## config.mk

```make
export PLATFORM = sky130hd
export DESIGN_NAME = mem_stage
export DESIGN_NICKNAME = d
export VERILOG_FILES = /design/src/rtl/core_pkg.sv /design/src/rtl/mem_store_align.sv /design/src/rtl/mem_stage.sv
export SDC_FILE = /design/constraint.sdc
export NUM_CORES = 1
export LEC_CHECK = 0
export CAP_MARGIN = 20
export CORE_MARGIN = 8
export CORE_UTILIZATION = 41
export DETAILED_ROUTE_END_ITERATION = 10
export HOLD_SLACK_MARGIN = 0.02
export PLACE_DENSITY_LB_ADDON = 0.05
export SLEW_MARGIN = 10
export SYNTH_ARGS = -nofsm -noshare
export SYNTH_HDL_FRONTEND = slang
export SYNTH_SLANG_ARGS = --single-unit
```

## constraint.sdc

```tcl
create_clock -name clk -period 3.8 [get_ports clk]
set_clock_uncertainty 0.15 [all_clocks]
set_input_delay 0.57 -clock clk [delete_from_list [all_inputs] [get_ports clk]]
set_output_delay 0.57 -clock clk [all_outputs]
set_load 0.02 [all_outputs]
```

## src/rtl/core_pkg.sv

```systemverilog
// Shared core definitions: access-width encodings, memory-stage FSM states
// and the MEM/WB pipeline bundle.
package core_pkg;

  localparam int XLEN = 32;

  localparam logic [1:0] W_ILL  = 2'b00;
  localparam logic [1:0] W_BYTE = 2'b01;
  localparam logic [1:0] W_HALF = 2'b10;
  localparam logic [1:0] W_WORD = 2'b11;

  typedef enum logic [1:0] {
    IDLE  = 2'd0,
    WAIT  = 2'd1,
    DRAIN = 2'd2
  } mem_state_e;

  typedef struct packed {
    logic [XLEN-1:0] op_c;
    logic [4:0]      reg_waddr;
    logic            reg_we;
    logic            mtype;
    logic [1:0]      width;
  } memwb_t;

  localparam memwb_t MEMWB_BUBBLE = '0;

endpackage

```

## src/rtl/mem_store_align.sv

```systemverilog
// Store lane replication, byte-strobe generation and alignment check for
// one memory access, purely combinational.
module mem_store_align
  import core_pkg::*;
(
  input  logic [1:0]      width,
  input  logic [1:0]      addr,
  input  logic [XLEN-1:0] data,
  output logic [XLEN-1:0] wdata,
  output logic [3:0]      wstrb,
  output logic            misalign
);

  always_comb begin
    wdata    = data;
    wstrb    = 4'b0000;
    misalign = 1'b0;
    case (width)
      W_BYTE: begin
        wdata = {4{data[7:0]}};
        wstrb = 4'b0001 << addr;
      end
      W_HALF: begin
        wdata    = {2{data[15:0]}};
        wstrb    = 4'b0011 << addr;
        misalign = addr[0];
      end
      W_WORD: begin
        wstrb    = 4'b1111;
        misalign = |addr;
      end
      default: misalign = 1'b1;
    endcase
  end

endmodule

```

## src/rtl/mem_stage.sv

```systemverilog
// Memory-access stage: issues Dcache requests, keeps an outstanding request
// stable across stalls and flushes, and registers the memwb bundle for WB.
module mem_stage
  import core_pkg::*;
(
  input  logic            clk,
  input  logic            rst,
  input  logic            exmem_valid_i,
  input  logic [XLEN-1:0] exmem_op_c_i,
  input  logic [XLEN-1:0] exmem_store_data_i,
  input  logic [4:0]      exmem_reg_waddr_i,
  input  logic            exmem_reg_we_i,
  input  logic            exmem_mtype_i,
  input  logic            exmem_we_i,
  input  logic [1:0]      exmem_width_i,
  output logic            Dcache_req_o,
  output logic            Dcache_we_o,
  output logic [XLEN-1:0] Dcache_addr_o,
  output logic [XLEN-1:0] Dcache_wdata_o,
  output logic [3:0]      Dcache_wstrb_o,
  input  logic            Dcache_ready_i,
  output logic            mem_stall_o,
  output logic            misalign_o,
  input  logic            fc_flush_mem_i,
  input  logic            fc_bk_mem_i,
  output logic [XLEN-1:0] memwb_op_c_o,
  output logic [4:0]      memwb_reg_waddr_o,
  output logic            memwb_reg_we_o,
  output logic            memwb_mtype_o,
  output logic [1:0]      memwb_width_o,
  output mem_state_e      mem_state_o
);

  // Dcache handshake: a transfer happens on a rising edge where req and
  // ready are both high; once req rises, req/we/addr/wdata/wstrb stay
  // constant until that transfer (bk and rst are the only ways to drop it).

  mem_state_e      state;
  memwb_t          memwb_q;
  memwb_t          instr;
  logic [XLEN-1:0] lat_addr, lat_wdata;
  logic [3:0]      lat_wstrb;
  logic            lat_we;
  logic            misalign_q;

  logic [XLEN-1:0] al_wdata;
  logic [3:0]      al_wstrb;
  logic            al_misalign;
  logic            mem_op, eligible, req_raw, accept, capture;

  mem_store_align u_align (
    .width    (exmem_width_i),
    .addr     (exmem_op_c_i[1:0]),
    .data     (exmem_store_data_i),
    .wdata    (al_wdata),
    .wstrb    (al_wstrb),
    .misalign (al_misalign)
  );

  assign mem_op   = exmem_valid_i & exmem_mtype_i;
  assign eligible = mem_op & ~al_misalign;

  always_comb begin
    req_raw        = 1'b1;
    Dcache_we_o    = lat_we;
    Dcache_addr_o  = lat_addr;
    Dcache_wdata_o = lat_wdata;
    Dcache_wstrb_o = lat_wstrb;
    if (state == IDLE) begin
      req_raw        = eligible;
      Dcache_we_o    = exmem_we_i;
      Dcache_addr_o  = exmem_op_c_i;
      Dcache_wdata_o = al_wdata;
      Dcache_wstrb_o = exmem_we_i ? al_wstrb : 4'b0000;
    end
  end

  assign Dcache_req_o = req_raw & ~fc_bk_mem_i & ~rst;
  assign accept       = Dcache_req_o & Dcache_ready_i;
  assign mem_stall_o  = Dcache_req_o & ~Dcache_ready_i;

  assign instr = '{op_c:      exmem_op_c_i,
                   reg_waddr: exmem_reg_waddr_i,
                   reg_we:    exmem_reg_we_i,
                   mtype:     exmem_mtype_i,
                   width:     exmem_width_i};

  // A drained request never reaches WB; stalled cycles feed WB bubbles.
  assign capture = ~fc_flush_mem_i &
                   ((state == IDLE & exmem_valid_i & ~exmem_mtype_i) |
                    (state != DRAIN & accept));

  always_ff @(posedge clk or posedge rst) begin
    if (rst) begin
      state      <= IDLE;
      memwb_q    <= MEMWB_BUBBLE;
      lat_addr   <= '0;
      lat_wdata  <= '0;
      lat_wstrb  <= '0;
      lat_we     <= 1'b0;
      misalign_q <= 1'b0;
    end else if (fc_bk_mem_i) begin
      misalign_q <= 1'b0;
    end else begin
      misalign_q <= (state == IDLE) & mem_op & al_misalign & ~fc_flush_mem_i;
      memwb_q    <= capture ? instr : MEMWB_BUBBLE;
      case (state)
        IDLE: begin
          if (mem_stall_o) begin
            lat_addr  <= Dcache_addr_o;
            lat_wdata <= Dcache_wdata_o;
            lat_wstrb <= Dcache_wstrb_o;
            lat_we    <= Dcache_we_o;
            state     <= fc_flush_mem_i ? DRAIN : WAIT;
          end
        end
        WAIT: begin
          if (accept)              state <= IDLE;
          else if (fc_flush_mem_i) state <= DRAIN;
        end
        DRAIN: if (accept) state <= IDLE;
        default: state <= IDLE;
      endcase
    end
  end

  assign misalign_o        = misalign_q;
  assign memwb_op_c_o      = memwb_q.op_c;
  assign memwb_reg_waddr_o = memwb_q.reg_waddr;
  assign memwb_reg_we_o    = memwb_q.reg_we;
  assign memwb_mtype_o     = memwb_q.mtype;
  assign memwb_width_o     = memwb_q.width;
  assign mem_state_o       = state;

endmodule

```

==> out/results.md <==
• finished, final reports clean — result of the run
• sky130_fd_sc_hd__dfrtp_1 — Post-synth top flop
• 571 — Post-Syn Instances
• 26900 um — first-pass GRT wire length
• 48.2% — synthesis-to-layout area growth
• 0 — final hold viol count
• 17 — number of buffers inserted during clock tree synthesis
• 1280 um — wire length on met3
• 840 — number of nets at the end of the flow
• 8 — critical path peak fanout
• 0.520 — fraction of the yosys area taken by sequential cells
• input pin — startpoint class of the critical path
• 945 — post-route insts no fill
• 4 — H-tree level count
• 2.91 ns — CP Data Arrival Time
• 0.144 ns — worst setup slack before clock tree synthesis
• 0.00752 mm^2 — post-placement cell area
• 11900 um — Final HPWL DP
• 913 — total instance count after detailed placement
• 0.0131 mm^2 — placeable core region
• 7780 um — met2 wire len
• sky130_fd_sc_hd__dfrtp_1, sky130_fd_sc_hd__nand2_1, sky130_fd_sc_hd__mux2_2 — dominant cells by area after synthesis
• 5.13 — vias per cell
• built — CTS tree
• 0 ns — Total Neg Setup Slack
• sky130_fd_sc_hd__nand2_1 — most frequent cell after synthesis
• 0.40 ns — clock latency of the later-clocked register in the worst-skew pair
• 0.617 — final core occ
• sky130_fd_sc_hd__nand2_1, sky130_fd_sc_hd__dfrtp_1, sky130_fd_sc_hd__o21ai_0, sky130_fd_sc_hd__a22o_1, sky130_fd_sc_hd__mux2_2 — top cell types by occurrence after synthesis
• 35 — unique cell type count in the Yosys netlist
• 2 — Clock Tree Buf Depth
• 0 — total of max-cap violations
• 3.65 nW — static leakage power
• 7010 um — wire length on met1
• 0 — sum of overflow across all layers after global routing
• 42 — cell row count
• 3.08 ns — required time worst endpoint
• 0.166 ns — final critical-path setup slack
• 5111 — vias in the first global route
• 266 — DRT iter0 DRCs
• 4 — first-pass detailed-route iteration total
• 0 — total number of yosys warnings
• 16500 um — total routed wirelength
• 0 — number of antenna-violating nets in the routed design
• register to register — Hold/Removal Path Class
• 655 — synthesized net count
• 17.4 um — average wire per cell in the routed design
• 0 — final setup violation count
• 275 MHz — maximum clock frequency
• 0.05 ns — clock transition at the registers of the reported paths
• 0.00544 mm^2 — Syn Std Cell Area
• 131 um — Die Wd
• 0.120 — fraction of final layout cells sized beyond drive strength 1
• 1.00 — Async S/R FF share, synth
• 477 mW/mm^2 — total power divided by cell area
• sky130_fd_sc_hd__clkbuf_16 — CTS root buffer
• 0 — count of hold buffers inserted by post-cts repair
• 195 — Boundary Pins
• 113 — number of clock sinks seen by CTS
• 0.479 — worst rel slew slack
• 76 — largest net degree at the start of global routing
• 194 — IO Port Bufs
• 0 — antenna fix cells
• 0 — number of antenna violations at the first check in global routing
• 0 — post-route DRC violation count
• 0.193 — Total GRT Usage
• 0 — number of pins with negative max-slew slack in the final report
• 0.808 — last weighted congestion value of the routability-driven placer
• sky130_fd_sc_hd__dfrtp_1 — area leader, netlist
• met4 — top sig layer
• primary output — kind of capture point of the worst setup path
• 0.781 ns — pin slew with the least headroom to its limit
• 3.63 ns — crit path time final
• 113 — flop and latch count out of synthesis
• 9.53 um^2 — mean post-synth cell area
• 4848 — overall via count from detail_route
• 0.956 — fin crit share
• 0.274 mV — maximum ir drop on the vdd rail
• no — setup repair after global routing missed its margin
• input pin to primary output — Worst Setup Path Type
• 0.00807 mm^2 — Final Cell Area
• 0.520 — top-area cell type share of the netlist area
• 131 um — Die Ht
• 0.0172 mm^2 — DIE AREA
• 0 — EDFF count, synth
• 0.416 — Initial Util
-- registers in the layout, indices dropped and copies added, names as in the netlist --
name and count:
misalign_o 1, lat_we 1, lat_addr 32, lat_wdata 32
memwb_op_c_o 32, mem_state_o 2, memwb_width_o 2, lat_wstrb 4
memwb_reg_waddr_o 5, memwb_reg_we_o 1, memwb_mtype_o 1
-- cells by family after synthesis --
| family | after synthesis | synth area share |
|---|---|---|
| adders and majority gates | 4 | 0.00920 |
| buffers and inverters | 47 | 0.0434 |
| DFF | 113 | 0.520 |
| muxes | 41 | 0.0848 |
| and+or+nand+nor | 225 | 0.169 |
| AOI/OAI and AO/OA | 141 | 0.174 |
-- per-stage QoR --
stage,hold WS [ns],total power [mW]
floorplan,0.300,1.99
global placement,0.314,2.38
detailed placement,0.323,2.41
CTS,0.335,3.89
global route,0.359,4.04
finish,0.333,3.85
-- what timing repair did --
action / CTS / global route
setup buffers: 0 / 0
setup endpoints to repair: 0 / 10
resized for setup: 0 / 2
endpoints found under the hold margin: 0 / 0
-- per-layer routing --
layer,track usage,vias to the layer above
li1,-,2326
met1,0.224,2338
met2,0.311,157
met3,0.0739,27
met4,0.0859,0
met5,0,-
-- cell type report --
| class | count | area (um^2) |
|---|---|---|
| Sequential cell | 113 | 2830 |
| Clock buffer | 26 | 489 |
| Timing Repair Buffer | 208 | 2050 |
| Tap cell | 176 | 220 |
| Multi-Input combinational cell | 411 | 2400 |
| Fill cell | 1096 | 5020 |
| Inverter | 5 | 21.3 |
| Clock inverter | 6 | 55.1 |
-- worst max-delay path, stage by stage --
cell and delay [ns]:
sky130_fd_sc_hd__clkdlybuf4s50_1 0.53, sky130_fd_sc_hd__inv_1 0.08, sky130_fd_sc_hd__ha_1 0.40, sky130_fd_sc_hd__nand2b_1 0.30
sky130_fd_sc_hd__a22oi_1 0.17, sky130_fd_sc_hd__o21ai_0 0.20, sky130_fd_sc_hd__clkdlybuf4s50_1 0.66
-- path summary, 6_finish.rpt --
kind / start / slack [ns] / depth (start not counted) / to
max in group asynchronous: rst / 1.95 / 3 / lat_wdata[16]$_DFFE_PP0P_
min in group asynchronous: rst / 0.62 / 2 / memwb_width_o[1]$_DFFE_PP0N_
worst min register to register: lat_wdata[22]$_DFFE_PP0P_ / 0.33 / 2 / lat_wdata[22]$_DFFE_PP0P_
worst max-delay path: exmem_width_i[0] / 0.17 / 7 / Dcache_wdata_o[15]
worst max register to register: mem_state_o[0]$_DFFE_PP0P_ / 1.79 / 4 / lat_wstrb[3]$_DFFE_PP0P_
worst min-delay path: lat_wdata[22]$_DFFE_PP0P_ / 0.33 / 2 / lat_wdata[22]$_DFFE_PP0P_
-- cells in the final DEF (no fill, tap or decap), types with 2 or more instances in the layout --
cell type,n
sky130_fd_sc_hd__nand2_1,193
sky130_fd_sc_hd__clkdlybuf4s50_1,193
sky130_fd_sc_hd__dfrtp_1,113
sky130_fd_sc_hd__o21ai_0,48
sky130_fd_sc_hd__a22o_1,41
sky130_fd_sc_hd__mux2_2,41
sky130_fd_sc_hd__a22oi_1,17
sky130_fd_sc_hd__clkbuf_16,17
sky130_fd_sc_hd__o21ai_1,16
sky130_fd_sc_hd__buf_4,13
sky130_fd_sc_hd__nor2b_1,9
sky130_fd_sc_hd__a21oi_1,9
sky130_fd_sc_hd__nor2_1,6
sky130_fd_sc_hd__clkbuf_1,6
sky130_fd_sc_hd__clkinv_2,5
sky130_fd_sc_hd__inv_1,4
sky130_fd_sc_hd__ha_1,4
sky130_fd_sc_hd__nor3b_1,3
sky130_fd_sc_hd__nor3_1,3
sky130_fd_sc_hd__nand2b_1,3
sky130_fd_sc_hd__clkbuf_8,3
sky130_fd_sc_hd__o22ai_1,2
-- where the power goes --
| part | switching, mW | leakage [nW] | internal, mW |
|---|---|---|---|
| logic | 0.440 | 1.88 | 0.433 |
| clock network | 0.522 | 0.272 | 0.943 |
| registers | 0.102 | 1.50 | 1.41 |
(Power assumes the default switching activity.)
